$ cat config.mk
export PLATFORM = sky130hd
export DESIGN_NAME = pipe_stage_skid_reg
export DESIGN_NICKNAME = d
export VERILOG_FILES = /design/src/rtl/pipe_stage_pkg.sv /design/src/rtl/pipe_stage_skid_reg.sv
export SDC_FILE = /design/constraint.sdc
export NUM_CORES = 1
export LEC_CHECK = 0
export ABC_AREA = 1
export CAP_MARGIN = 20
export CORE_UTILIZATION = 50
export CTS_CLUSTER_DIAMETER = 30
export DETAILED_ROUTE_END_ITERATION = 6
export PLACE_DENSITY = 0.86
export SLEW_MARGIN = 20
export SYNTH_ARGS = -nofsm -noshare
export SYNTH_HDL_FRONTEND = slang
export SYNTH_SLANG_ARGS = --single-unit
$ cat constraint.sdc
create_clock -name i_CLK -period 6.6 [get_ports i_CLK]
set_input_delay 1.98 -clock i_CLK [delete_from_list [all_inputs] [get_ports i_CLK]]
set_output_delay 1.98 -clock i_CLK [all_outputs]
set_load 0.005 [all_outputs]
$ cat src/rtl/pipe_stage_pkg.sv
// Shared definitions for the generic pipeline stage register: state encoding and IF/ID payload layout.
package pipe_stage_pkg;

   typedef enum logic [1:0] {
      ST_EMPTY = 2'd0,
      ST_BUSY  = 2'd1,
      ST_FULL  = 2'd2
   } state_e;

   localparam int unsigned SHAMT_W   = 5;
   localparam int unsigned PC4_W     = 32;
   localparam int unsigned INSTR_W   = 32;
   localparam int unsigned SHAMT_LSB = 0;
   localparam int unsigned PC4_LSB   = SHAMT_LSB + SHAMT_W;
   localparam int unsigned INSTR_LSB = PC4_LSB + PC4_W;
   localparam int unsigned IF_ID_W   = INSTR_LSB + INSTR_W;

   // IF/ID payload as carried on i_DATA/o_DATA (instr in the top bits).
   typedef struct packed {
      logic [INSTR_W-1:0] instr;
      logic [PC4_W-1:0]   pc4;
      logic [SHAMT_W-1:0] shamt;
   } if_id_t;

endpackage

$ cat src/rtl/pipe_stage_skid_reg.sv
// Inter-stage pipeline register with valid/ready handshake, one-entry skid buffer,
// flush, occupancy and saturating stall counter.
module pipe_stage_skid_reg
   import pipe_stage_pkg::*;
#(
   parameter int unsigned DATA_WIDTH  = IF_ID_W,
   parameter bit          FLUSH_ZERO  = 1'b1,
   parameter int unsigned STALL_CNT_W = 16
) (
   input  logic                   i_CLK,
   input  logic                   i_RST,
   input  logic                   i_FLUSH,
   input  logic                   i_VALID,
   output logic                   o_READY,
   input  logic [DATA_WIDTH-1:0]  i_DATA,
   output logic                   o_VALID,
   input  logic                   i_READY,
   output logic [DATA_WIDTH-1:0]  o_DATA,
   output logic [1:0]             o_OCC,
   output logic [STALL_CNT_W-1:0] o_STALL_CNT
);

   localparam logic [STALL_CNT_W-1:0] CNT_MAX = '1;

   state_e                state_q;
   state_e                state_d;
   logic [DATA_WIDTH-1:0] skid_q;
   logic                  xfer_in_c;
   logic                  xfer_out_c;

   assign xfer_in_c  = i_VALID & o_READY;
   assign xfer_out_c = o_VALID & i_READY;

   // Next state; flush overrides every handshake outcome.
   always_comb begin
      state_d = state_q;
      if (i_FLUSH) begin
         state_d = ST_EMPTY;
      end else begin
         case (state_q)
            ST_EMPTY: if (xfer_in_c) state_d = ST_BUSY;
            ST_BUSY: begin
               if (xfer_in_c && !xfer_out_c)      state_d = ST_FULL;
               else if (!xfer_in_c && xfer_out_c) state_d = ST_EMPTY;
            end
            ST_FULL:  if (xfer_out_c) state_d = ST_BUSY;
            default:  state_d = ST_EMPTY;
         endcase
      end
   end

   // Handshake outputs are re-registered from the next state so o_READY never sees i_READY combinationally.
   always_ff @(posedge i_CLK or posedge i_RST) begin
      if (i_RST) begin
         state_q     <= ST_EMPTY;
         o_VALID     <= 1'b0;
         o_READY     <= 1'b1;
         o_OCC       <= 2'd0;
         o_DATA      <= '0;
         skid_q      <= '0;
         o_STALL_CNT <= '0;
      end else begin
         state_q <= state_d;
         o_VALID <= (state_d != ST_EMPTY);
         o_READY <= (state_d != ST_FULL);
         o_OCC   <= 2'(state_d);

         if (o_VALID && !i_READY && (o_STALL_CNT != CNT_MAX))
            o_STALL_CNT <= o_STALL_CNT + STALL_CNT_W'(1);

         if (i_FLUSH) begin
            if (FLUSH_ZERO) begin
               o_DATA <= '0;
               skid_q <= '0;
            end
         end else begin
            case (state_q)
               ST_EMPTY: if (xfer_in_c) o_DATA <= i_DATA;
               ST_BUSY: begin
                  if (xfer_in_c && xfer_out_c) o_DATA <= i_DATA;
                  else if (xfer_in_c)          skid_q <= i_DATA;
               end
               ST_FULL:  if (xfer_out_c) o_DATA <= skid_q;
               default:  ;
            endcase
         end
      end
   end

endmodule

==> implementation parameters <==
Parameter                              Value

Status
  Run status ... finished, final reports clean

Floorplanning
  Rows ... 43
  Effective utilization at floorplan ... 52.1%
  Die outline width ... 123 um
  Vertical die dimension ... 123 um
  Die ar. ... 0.0152 mm^2
  Placeable core region ... 0.0141 mm^2
  I/O pin count ... 163

STA
  Period utilisation layout ... 60.7%
  Summed negative setup slack over all endpoints ... 0 ps
  Relative slew slack ... 39.1%
  Timing-limited maximum frequency ... 250 MHz
  Transition time at the pin with the least slew margin ... 913 ps
  Setup repair after global routing missed its margin ... no
  Post-route minimum period ... 4010 ps
  Final count of hold timing violations ... 0
  Number of failing setup endpoints in the final timing report ... 0
  Fin Clk Skew ... 10.4 ps
  Number of pins exceeding their max-slew limit in the final report ... 0

Critical path
  Path depth of the worst reg2reg path ... 8
  CP required ... 6910 ps
  Crit Reg-Reg Startpoint ... state_q[0]$_DFF_PP0_
  CP startpoint kind ... input pin
  Worst Path Max Fanout ... 70
  Startpoint of the worst setup timing path ... i_READY
  Register-to-register setup slack ... 3850 ps
  Crit path capture ... o_DATA[61]$_DFFE_PP0P_
  Crit path kind ... input pin to flop
  Arrival time reported for the critical path endpoint ... 4310 ps
  Endpoint kind of the worst setup timing path ... flop
  Worst flop-to-flop path endpoint ... o_DATA[61]$_DFFE_PP0P_

Yosys
  Synthesized instance count ... 924
  Count of unique library cells instantiated by Yosys ... 28
  Syn_nets ... 999
  Portion of synthesized cell area occupied by the leading cell type ... 53.3%
  Post-synth top area cell ... dfrtp_1
  Number of synthesized register bits ... 158
  Ys Warns ... 0
  Area contributors post-synth ... dfrtp_1 53%, o21ai_0 12%, nand2_1 11%
  Post-Synthesis Cell Area ... 0.00737 mm^2
  Share of the yosys chip area belonging to registers ... 53.7%
  Synth async-reset ratio ... 100%
  Most used flip-flop cell after synthesis ... dfrtp_1
  Most common library cells after synthesis ... 214 x nand2_1, 171 x o21ai_0, 157 x dfrtp_1
  Number of enable flip-flop cells after synthesis ... 0
  Mean post-synth cell area ... 7.97 um^2
  Most repeated cell in the gate-level netlist after synthesis ... nand2_1

CTS
  Hold buffers post-CTS ... 0
  Total CTS buffers ... 17
  Post-CTS setup buffer count ... 0
  Maximum level of the CTS H-tree ... 4
  CTS clock-pin slew for the worst setup and hold paths ... 60 ps
  Later-pin clock latency in the skew report ... 430 ps
  Clock root cell ... clkbuf_16
  Num Clock Sinks ... 158
  Count of cells resized by post-cts repair ... 0
  Clock tree from TritonCTS ... yes
  Bufs on Longest Clock Path ... 2

GRT
  Initial antenna violation count ... 1
  Total GRT Usage ... 24.7%
  Vias in the first global route ... 5978
  Total grt overflow ... 0
  Maximum number of pins on one net before global-route repair ... 133
  Global-route wire length before repair ... 29.2 mm

Final layout
  Layout cell share with drive strength beyond 1 ... 5.35%
  Post-synthesis to final-layout area growth ... 31.1%
  Final layout net count ... 1127

Routing
  DRC Markers ... 0
  Via count normalized by instance count ... 5.36
  Total wire length after detailed routing ... 18.0 mm
  Total via count in the routed design ... 6674
  Count of nets left with antenna violations after detail routing ... 0
  Initial DRC count ... 621
  TritonRoute pass-1 iters ... 6
  Wire length per cell after detailed routing ... 14.4 um

Min path
  Class of the tightest hold or removal check ... flop to flop

Placement
  Detailed-placement wirelength estimate ... 11.1 mm
  Port Buffers ... 162
  Final estimated routing congestion in global placement ... 0.868

Power and ir drop
  Leakage ... 4.53 nW
  Power per cell area ... 285 mW/mm^2
  Total power after layout ... 2.75 mW
  Worst vdd rail ir drop ... 0.202 mV

Job
  Max-cap violation count ... 0
area by class of cell:
cell class / count / area, um^2
well taps: 180 / 225
multi-input cells: 620 / 2840
clock inverters: 15 / 210
repair buffers: 168 / 1670
inverters: 87 / 337
flip-flops and latches: 158 / 3960
clock buffers: 17 / 425
fillers: 1134 / 4490
diodes: 1 / 2.50
worst max-delay path: stages:
cell	delay [ps]
clkdlybuf4s50_1	450
nand2_1	160
o21ai_0	180
nand2_2	130
buf_4	590
inv_2	480
nor2_1	230
nor2_1	70
cells by family (layout without fill, tap and decap cells):
group | count (synthesis) | after routing | synth area share, %
and+or+nand+nor | 430 | 430 | 24.6
AOI/OAI and AO/OA | 182 | 182 | 12.5
DFF | 158 | 158 | 53.7
buffers and inverters | 146 | 287 | 8.13
xor gates and xnor gates | 7 | 7 | 0.832
adders and majority gates | 1 | 1 | 0.170
other | 0 | 1 | 0
how the worst min path moves through the flow:
stage / start / endpoint / slack, ps / cells after the start
floorplan: skid_q[53]$_DFFE_PP0P_ / skid_q[53]$_DFFE_PP0P_ / 480 / 2
global placement: o_DATA[53]$_DFFE_PP0P_ / o_DATA[53]$_DFFE_PP0P_ / 490 / 2
detailed placement: o_DATA[31]$_DFFE_PP0P_ / o_DATA[31]$_DFFE_PP0P_ / 500 / 2
CTS: o_DATA[21]$_DFFE_PP0P_ / o_DATA[21]$_DFFE_PP0P_ / 510 / 2
global route: o_DATA[57]$_DFFE_PP0P_ / o_DATA[57]$_DFFE_PP0P_ / 530 / 2
finish: o_DATA[21]$_DFFE_PP0P_ / o_DATA[21]$_DFFE_PP0P_ / 510 / 2
cell usage in the layout (no fill, tap or decap), types with 3 or more instances in the layout:
master / count
nand2_1: 213
o21ai_0: 171
clkdlybuf4s50_1: 162
dfrtp_1: 157
nand3_1: 114
nor2_1: 85
inv_1: 82
clkbuf_16: 17
xnor2_1: 6
nand4_1: 6
buf_4: 6
o21ai_1: 5
inv_6: 5
clkinvlp_4: 5
a21oi_1: 4
bufinv_16: 4
nand2_2: 3
report_power, final:
part,switching [mW],internal (mW)
Combinational,0.287,0.253
Sequential,0.0734,1.08
Clock,0.413,0.638
Total,0.774,1.97
per-stage QoR:
step	hold WS, ps	cells	util [%]	instance area, um^2	setup slack [ps]
3_3_place_gp	489	1213	63.7	9010	2340
2_1_floorplan	479	924	-	7370	358
6_report	507	1246	68.2	9660	2590
4_1_cts	515	1245	68.2	9650	2630
5_1_grt	529	1246	68.2	9660	2400
3_5_place_dp	498	1213	63.7	9010	2220
routing by layer:
metal / up-vias / routed length (um) / share of wire [%] / track usage, %
li1: 3225 / - / - / -
met1: 3209 / 8030 / 45 / 33.3
met2: 216 / 8680 / 48 / 39.6
met3: 24 / 997 / 5.5 / 5.35
met4: 0 / 281 / 1.6 / 7.98
met5: - / 0 / 0 / 0
state kept, by name, summed over array words and instances (netlist names):
signal / cells
o_READY: 1
state_q: 2
o_DATA: 69
skid_q: 69
o_VALID: 1
o_STALL_CNT: 16
(Power assumes the default switching activity.)
